[src/rtl/acond_pkg.sv]
// Shared constants for the sensor conditioning block.
// Holds the datapath widths, the default thresholds and the debounce
// counter width helper used by the top and the debouncer.
package acond_pkg;

  localparam int ANCHO_TEMP     = 8;   // temperature sample width
  localparam int ANCHO_SUMA     = 10;  // 4 x 8-bit running sum
  localparam int UMBRAL_28_DEF  = 28;
  localparam int UMBRAL_30_DEF  = 30;
  localparam int HIST_DEF       = 2;
  localparam int TEMP_MAX_DEF   = 99;
  localparam int DEB_CICLOS_DEF = 16;

  // Counter width able to hold DEB_CICLOS-1.
  function automatic int ancho_deb(input int ciclos);
    return (ciclos > 1) ? $clog2(ciclos) : 1;
  endfunction

endpackage

[src/rtl/acond_sensores_antirrebote.sv]
// Debouncer: 2-flop synchroniser, stability counter and output register.
// Latency: output follows a stable raw change 2+DEB_CICLOS edges later.
// Ports: clk, reset (async active-low), raw (async input), salida (debounced).
module antirrebote
  import acond_pkg::*;
#(
  parameter int DEB_CICLOS = DEB_CICLOS_DEF
) (
  input  logic clk,
  input  logic reset,
  input  logic raw,
  output logic salida
);

  localparam int ANCHO_CNT = ancho_deb(DEB_CICLOS);
  localparam logic [ANCHO_CNT-1:0] CNT_FIN = ANCHO_CNT'(DEB_CICLOS - 1);

  logic                 sinc1_q, sinc1_d;
  logic                 sinc2_q, sinc2_d;
  logic                 sal_q, sal_d;
  logic [ANCHO_CNT-1:0] cnt_q, cnt_d;

  always_comb begin
    sinc1_d = raw;
    sinc2_d = sinc1_q;
    sal_d   = sal_q;
    cnt_d   = '0;
    // Count only while the synchronised input disagrees with the output;
    // any agreement restarts the count, so short glitches never toggle.
    if (sinc2_q != sal_q) begin
      if (cnt_q == CNT_FIN) begin
        sal_d = ~sal_q;
        cnt_d = '0;
      end else begin
        cnt_d = cnt_q + 1'b1;
      end
    end
  end

  always_ff @(posedge clk or negedge reset) begin
    if (!reset) begin
      sinc1_q <= 1'b0;
      sinc2_q <= 1'b0;
      sal_q   <= 1'b0;
      cnt_q   <= '0;
    end else begin
      sinc1_q <= sinc1_d;
      sinc2_q <= sinc2_d;
      sal_q   <= sal_d;
      cnt_q   <= cnt_d;
    end
  end

  assign salida = sal_q;

endmodule

[src/rtl/acond_sensores.sv]
// Input conditioning ahead of the climate/alarm FSM: 4-sample moving average
// with hysteresis thresholds on temperature, debounce on presence/ignition.
// Ports: clk, reset (async active-low), dato_temp/dato_valido in; Temp_28,
// Temp_30, Presencia, Ignicion, promedio, promedio_valido, error_sensor out.
module acond_sensores
  import acond_pkg::*;
#(
  parameter int UMBRAL_28  = UMBRAL_28_DEF,
  parameter int UMBRAL_30  = UMBRAL_30_DEF,
  parameter int HIST       = HIST_DEF,
  parameter int TEMP_MAX   = TEMP_MAX_DEF,
  parameter int DEB_CICLOS = DEB_CICLOS_DEF
) (
  input  logic                  clk,
  input  logic                  reset,
  input  logic [ANCHO_TEMP-1:0] dato_temp,
  input  logic                  dato_valido,
  input  logic                  presencia_raw,
  input  logic                  ignicion_raw,
  output logic                  Temp_28,
  output logic                  Temp_30,
  output logic                  Presencia,
  output logic                  Ignicion,
  output logic [ANCHO_TEMP-1:0] promedio,
  output logic                  promedio_valido,
  output logic                  error_sensor
);

  localparam logic [ANCHO_TEMP-1:0] T_MAX   = ANCHO_TEMP'(TEMP_MAX);
  localparam logic [ANCHO_TEMP-1:0] U28     = ANCHO_TEMP'(UMBRAL_28);
  localparam logic [ANCHO_TEMP-1:0] U28_BAJ = ANCHO_TEMP'(UMBRAL_28 - HIST);
  localparam logic [ANCHO_TEMP-1:0] U30     = ANCHO_TEMP'(UMBRAL_30);
  localparam logic [ANCHO_TEMP-1:0] U30_BAJ = ANCHO_TEMP'(UMBRAL_30 - HIST);
  localparam logic [2:0]            LLENO   = 3'd4;

  // win_q[0] is the newest sample, win_q[3] the oldest.
  logic [3:0][ANCHO_TEMP-1:0] win_q, win_d;
  logic [ANCHO_SUMA-1:0]      suma_q, suma_d;
  logic [2:0]                 cnt_q, cnt_d;
  logic                       acept_q, acept_d;
  logic                       rech_q, rech_d;
  logic                       err_q, err_d;
  logic [ANCHO_TEMP-1:0]      prom_q, prom_d;
  logic                       pv_q, pv_d;
  logic                       t28_q, t28_d;
  logic                       t30_q, t30_d;
  logic [ANCHO_TEMP-1:0]      prom_nuevo;
  logic                       aceptar;

  assign aceptar = dato_valido && (dato_temp <= T_MAX);

  always_comb begin
    win_d      = win_q;
    suma_d     = suma_q;
    cnt_d      = cnt_q;
    acept_d    = aceptar;
    rech_d     = dato_valido && !aceptar;
    err_d      = err_q | rech_q;
    prom_d     = prom_q;
    pv_d       = 1'b0;
    t28_d      = t28_q;
    t30_d      = t30_q;
    prom_nuevo = suma_q[ANCHO_SUMA-1:2];

    if (aceptar) begin
      win_d  = {win_q[2:0], dato_temp};
      // The sum always contains the oldest sample, so this never underflows.
      suma_d = suma_q + {2'b00, dato_temp} - {2'b00, win_q[3]};
      cnt_d  = (cnt_q == LLENO) ? LLENO : cnt_q + 3'd1;
    end

    // Publish the average one edge after the sample that completed it.
    if (acept_q && (cnt_q == LLENO)) begin
      prom_d = prom_nuevo;
      pv_d   = 1'b1;
      // Hysteresis: set at/above U, clear below U-HIST, hold in between.
      // With U28 < U30 and equal HIST, Temp_30 can never be 1 while Temp_28 is 0.
      if (prom_nuevo >= U28)          t28_d = 1'b1;
      else if (prom_nuevo < U28_BAJ)  t28_d = 1'b0;
      if (prom_nuevo >= U30)          t30_d = 1'b1;
      else if (prom_nuevo < U30_BAJ)  t30_d = 1'b0;
    end
  end

  always_ff @(posedge clk or negedge reset) begin
    if (!reset) begin
      win_q   <= '0;
      suma_q  <= '0;
      cnt_q   <= '0;
      acept_q <= 1'b0;
      rech_q  <= 1'b0;
      err_q   <= 1'b0;
      prom_q  <= '0;
      pv_q    <= 1'b0;
      t28_q   <= 1'b0;
      t30_q   <= 1'b0;
    end else begin
      win_q   <= win_d;
      suma_q  <= suma_d;
      cnt_q   <= cnt_d;
      acept_q <= acept_d;
      rech_q  <= rech_d;
      err_q   <= err_d;
      prom_q  <= prom_d;
      pv_q    <= pv_d;
      t28_q   <= t28_d;
      t30_q   <= t30_d;
    end
  end

  assign Temp_28         = t28_q;
  assign Temp_30         = t30_q;
  assign promedio        = prom_q;
  assign promedio_valido = pv_q;
  assign error_sensor    = err_q;

  antirrebote #(.DEB_CICLOS(DEB_CICLOS)) u_deb_presencia (
    .clk    (clk),
    .reset  (reset),
    .raw    (presencia_raw),
    .salida (Presencia)
  );

  antirrebote #(.DEB_CICLOS(DEB_CICLOS)) u_deb_ignicion (
    .clk    (clk),
    .reset  (reset),
    .raw    (ignicion_raw),
    .salida (Ignicion)
  );

endmodule

[config.mk]
export PLATFORM = sky130hd
export DESIGN_NAME = acond_sensores
export DESIGN_NICKNAME = d
export VERILOG_FILES = /design/src/rtl/acond_pkg.sv /design/src/rtl/acond_sensores_antirrebote.sv /design/src/rtl/acond_sensores.sv
export SDC_FILE = /design/constraint.sdc
export NUM_CORES = 1
export LEC_CHECK = 0
export BUFFER_PORTS_ARGS = -buffer_cell sky130_fd_sc_hd__buf_4
export CAP_MARGIN = 20
export CORE_MARGIN = 5
export CORE_UTILIZATION = 35
export DETAILED_ROUTE_END_ITERATION = 10
export GPL_TIMING_DRIVEN = 0
export PLACE_DENSITY = 0.48
export SETUP_SLACK_MARGIN = 0.2
export SKIP_CTS_REPAIR_TIMING = 1
export SLEW_MARGIN = 20
export SYNTH_ARGS = -nofsm -noshare
export SYNTH_HDL_FRONTEND = slang
export SYNTH_HIERARCHICAL = 1
export SYNTH_SLANG_ARGS = --single-unit
[constraint.sdc]
create_clock -name clk -period 2.6 [get_ports clk]
set_input_delay 0.13 -clock clk [delete_from_list [all_inputs] [get_ports clk]]
set_output_delay 0.13 -clock clk [all_outputs]
set_load 0.005 [all_outputs]
Yosys cells after proc, flatten, opt, wreduce, memory -nomap -nowiden
Index checks and enable logic that the tools add are counted.

Word-level logic and storage cells: 59. Bits in registers: 73. Bits of input ports: 13. Output and inout port bits: 14.

Eq/ne operators: 5. Reductions and logical operators: 10. $add $sub $neg: 5. Muxes and demuxes: 10. Magnitude comparators: 5. Bitwise logic cells: 3.

Operators by type and width (count): 8-bit by 5-bit >= comparator with 1-bit output, second input constant (2); 8-bit by 5-bit < comparator with 1-bit output, second input constant (2); 4-bit 2-to-1 mux (4); 10-bit by 8-bit adder with 10-bit output (1); 10-bit by 8-bit subtractor with 10-bit output (1); 4-bit by 1-bit adder with 4-bit output, second input constant (2); 4-bit equality test, second input constant (2); 8-bit by 7-bit less-or-equal comparator with 1-bit output, second input constant (1); 2-bit AND reduction (4); 1-bit 2-to-1 mux (5); 2-bit nonzero test (2); 3-bit by 1-bit adder with 3-bit output, second input constant (1); 3-bit equality test, second input constant (1); 1-bit logical AND (3); 3-bit 2-to-1 mux (1); 1-bit inequality test (2); 1-bit NOT (2); 1-bit zero test (1); 1-bit OR (1).

Depth between registers and ports, before layout
Depth after elaboration: 4. Gate-level depth with buffers: 9. Depth with buffers taken out: 9.

Modules after synthesis
Netlist, hierarchy kept.

Modules (own cells, without submodules): acond_sensores (area an instance 2839.0 sq um, cells an instance 302, seq. area each 1476.4 sq um, times used 1); antirrebote (area an instance 270.3 sq um, cells an instance 18, seq. area each 175.2 sq um, times used 2).

Worst setup path after synthesis
No wires, ideal clock.

Path type: reg2reg. Start point: reg win_q[27] (netlist name). End point: reg suma_q[9]. Cell stages (with the launch flop): 9. Arrival time: 2.272 ns. Setup time: 0.082 ns. Period minus slack after synthesis: 2.353 ns. Path slack: 0.247 ns. Path buffers: 0. Required time: 2.518 ns. Path through: dfrtp_1 fa_1 inv_1 ha_1 a21o_1 a21oi_2 a21oi_2 or4_1 a31oi_1.

Word-level cells in the longest chain between the ends: 1.

Ends and longest elaborated chain: start: declaration (line acond_sensores.sv:37) `logic [3:0][ANCHO_TEMP-1:0] win_q, win_d;`; start signal: assignment (line acond_sensores.sv:98) `win_q <= win_d;`; 10-bit by 8-bit subtractor with 10-bit output (line acond_sensores.sv:68) `suma_d = suma_q + {2'b00, dato_temp} - {2'b00, win_q[3]};`; end signal: assignment (line acond_sensores.sv:99) `suma_q <= suma_d;`; end: declaration (line acond_sensores.sv:38) `logic [ANCHO_SUMA-1:0] suma_q, suma_d;`.

Every way passes these cells. A chain may end at the register's enable or synchronous reset.

Worst setup path in the final report
Start point: reg win_q[25] (netlist name). End point: reg suma_q[9].

The elaborated chain is that of the path after synthesis.

==> qor.yml <==
die_h_um: 108
synth-seq-cells: 73
fillCellCount: 908
power_w: 0.00421
cts_tree: "built"
drive_gt1_share_pct: 17.3
ant_nets: 0
worstPathArrival_ns: 2.63
wl_per_cell_um: 13.0
nNetsFinal: 419
worst_hold_slack_ns: 0.0407
coreArea_sq_um: 9330
holdPathStages: 2
required_ns: 2.88
fin_skew_ns: 0.0106
leakagePower_nw: 2.07
yosys.area_share.simple_pct: 15.5
clkTransAtPathRegs_ns: 0.08
grt_pass1_vias: 2220
avgSynthCellArea_sq_um: 10.0
crit_fanout: 3
h-tree-depth: 3
relSlewSlack_pct: 36.9
end_kind: "register"
worstSetupStartpointType: "register"
track_usage_pct: 12.6
clk_path_buf_depth: 2
tightest_slew_ns: 0.946
fin_crit_sh_pct: 90.4
yosys_warnings: 6
drt_iter0_markers: 79
setup_violations: 0
synth_async_sr_flop_share_pct: 100
synth-compound-area-share_pct: 10.4
synth-edff-count: 0
rsz0062_at_grt: "true"
maxCapViolCount: 0
start_util_pct: 36.2
setup_tns_ns: 0
cts_buffers: 9
port_buffers: 26
hold_viol: 0
dp_hpwl_um: 4730
period_minus_slack_ns: 2.35
grt_pass1_wl_um: 11100
syn_inst: 338
synth.net_count: 374
viasPerCell: 4.48
areaGrowthSynthToFinish_pct: 19.5
synth_xor_area_share_pct: 2.59
critPathKind: "reg2reg"
status: "completed"
synth_area_sq_um: 3380
n_antenna_cell: 0
powerDensity_nw_per_um2: 1040
synthMuxAreaShare_pct: 1.18
synthAdderAreaFrac_pct: 10.3
fmax_mhz: 425
hp-class: "in2reg"
synthFlopType: "dfrtp_1"
ir_worst_vdd_mv: 0.534
reg2regPathDepth: 8
ios: 27
overflow: 0
vias: 2318
synth_top_family_by_area: "simple AND/OR/NAND/NOR gates"
wirelength_um: 6730
regArea_sq_um: 1830
yosysSeqAreaShare_pct: 54.1
synthTopCellsByArea: "dfrtp_1 (54%), nand2_1 (11%), ha_1 (5.6%)"
yosysMostFrequentCell: "nand2_1"
fp.dieW_um: 108
dieArea_sq_um: 11700
synth_top_area_share_pct: 54.1
globalplace.congestion: 0.791
drc: 0
final_max_slew_viol_count: 0
row_count: 35
grt_start_max_net_pins: 74
cts_root_buffer: "clkbuf_8"
cts_sinks: 73
antenna_found_initial: 0
yosys-top-cells-count: "nand2_1 (102), dfrtp_1 (73), inv_1 (37), o21ai_0 (26), ha_1 (15)"
yosysTopAreaCell: "dfrtp_1"
firstDrtPassIters: 4
clk_latency_ns: 0.35
multi_input_area_sq_um: 1370
final_util_pct: 43.3
synthDistinctLibCells: 36
-- final cells by class --
| cell class | instances | area share (%) |
|---|---|---|
| Sequential cell | 73 | 45.2 |
| Buffer | 10 | 1.49 |
| Multi-Input combinational cell | 218 | 34.0 |
| Inverter | 37 | 3.44 |
| Clock buffer | 12 | 4.09 |
| Tap cell | 129 | 4.00 |
| Clock inverter | 4 | 1.21 |
| Timing Repair Buffer | 34 | 6.57 |
-- per-layer routing --
layer | track usage, % | wire length, um | vias up
met1 | 17.5 | 3410 | 1094
met2 | 18.0 | 2910 | 34
met4 | 3.79 | 85 | 0
met3 | 5.13 | 329 | 6
met5 | 0 | 0 | -
li1 | - | - | 1184
-- flip-flops by register name, indices dropped and copies added (netlist names), 3 cells and up --
signal and count:
cnt_q 3, promedio 8, suma_q 10, u_deb_ignicion/cnt_q 4, u_deb_presencia/cnt_q 4, win_q 32
-- worst max-delay path: stages, from the launching register on --
cell and delay [ns]:
dfrtp_1 0.40, fa_1 0.50, inv_1 0.07, ha_1 0.29, a21o_1 0.19, nand4_1 0.14, a21oi_2 0.09, or4_1 0.47
a31oi_1 0.13
-- worst paths after layout --
kind	startpoint	end	slack, ns
max in group asynchronous	reset	win_q[29]	1.52
min	dato_valido	rech_q	0.04
max	win_q[25]	suma_q[9]	0.25
max reg2reg	win_q[25]	suma_q[9]	0.25
min in group asynchronous	reset	u_deb_ignicion/cnt_q[2]	0.45
min reg2reg	u_deb_presencia/sinc1_q	u_deb_presencia/sinc2_q	0.35
-- through the flow --
stage                     setup WS, ns  area (sq um)  std cells
after floorplan                  0.247          3380        338
after global placement           0.103          3740        493
after detailed placement        0.0954          3740        493
after CTS                       0.0712          3950        509
after global routing             0.171          4040        517
final                            0.250          4040        517
-- report_power, final --
| part | leakage [nW] | switching (W) | total, W | internal, W |
|---|---|---|---|---|
| Clock | 0.113 | 0.000429 | 0.000952 | 0.000522 |
| Sequential | 0.931 | 0.000152 | 0.00156 | 0.00141 |
| Combinational | 1.03 | 0.000909 | 0.00169 | 0.000784 |
| Total | 2.07 | 0.00149 | 0.00421 | 0.00271 |
-- cell usage in the layout (no fill, tap or decap), drive strengths merged, types with 2 or more instances in the layout --
cell	count
a21o	6
a21oi	10
a311oi	2
a31o	2
a31oi	5
buf	32
clkbuf	20
clkinv	2
dfrtp	73
dlygate4sd3	4
fa	8
ha	15
inv	38
mux2	2
nand2	102
nand3	5
nand4	2
nor2	4
nor2b	4
nor3b	2
o21ai	26
o311ai	2
xnor2	6
xor2	4
-- cell families after synthesis --
logic type	count (synthesis)
buf+inv	47
fa+ha+maj	23
mux	3
simple gates	125
compound gates	57
xor+xnor	10
flops	73
Power figures use the tool's default switching activity.
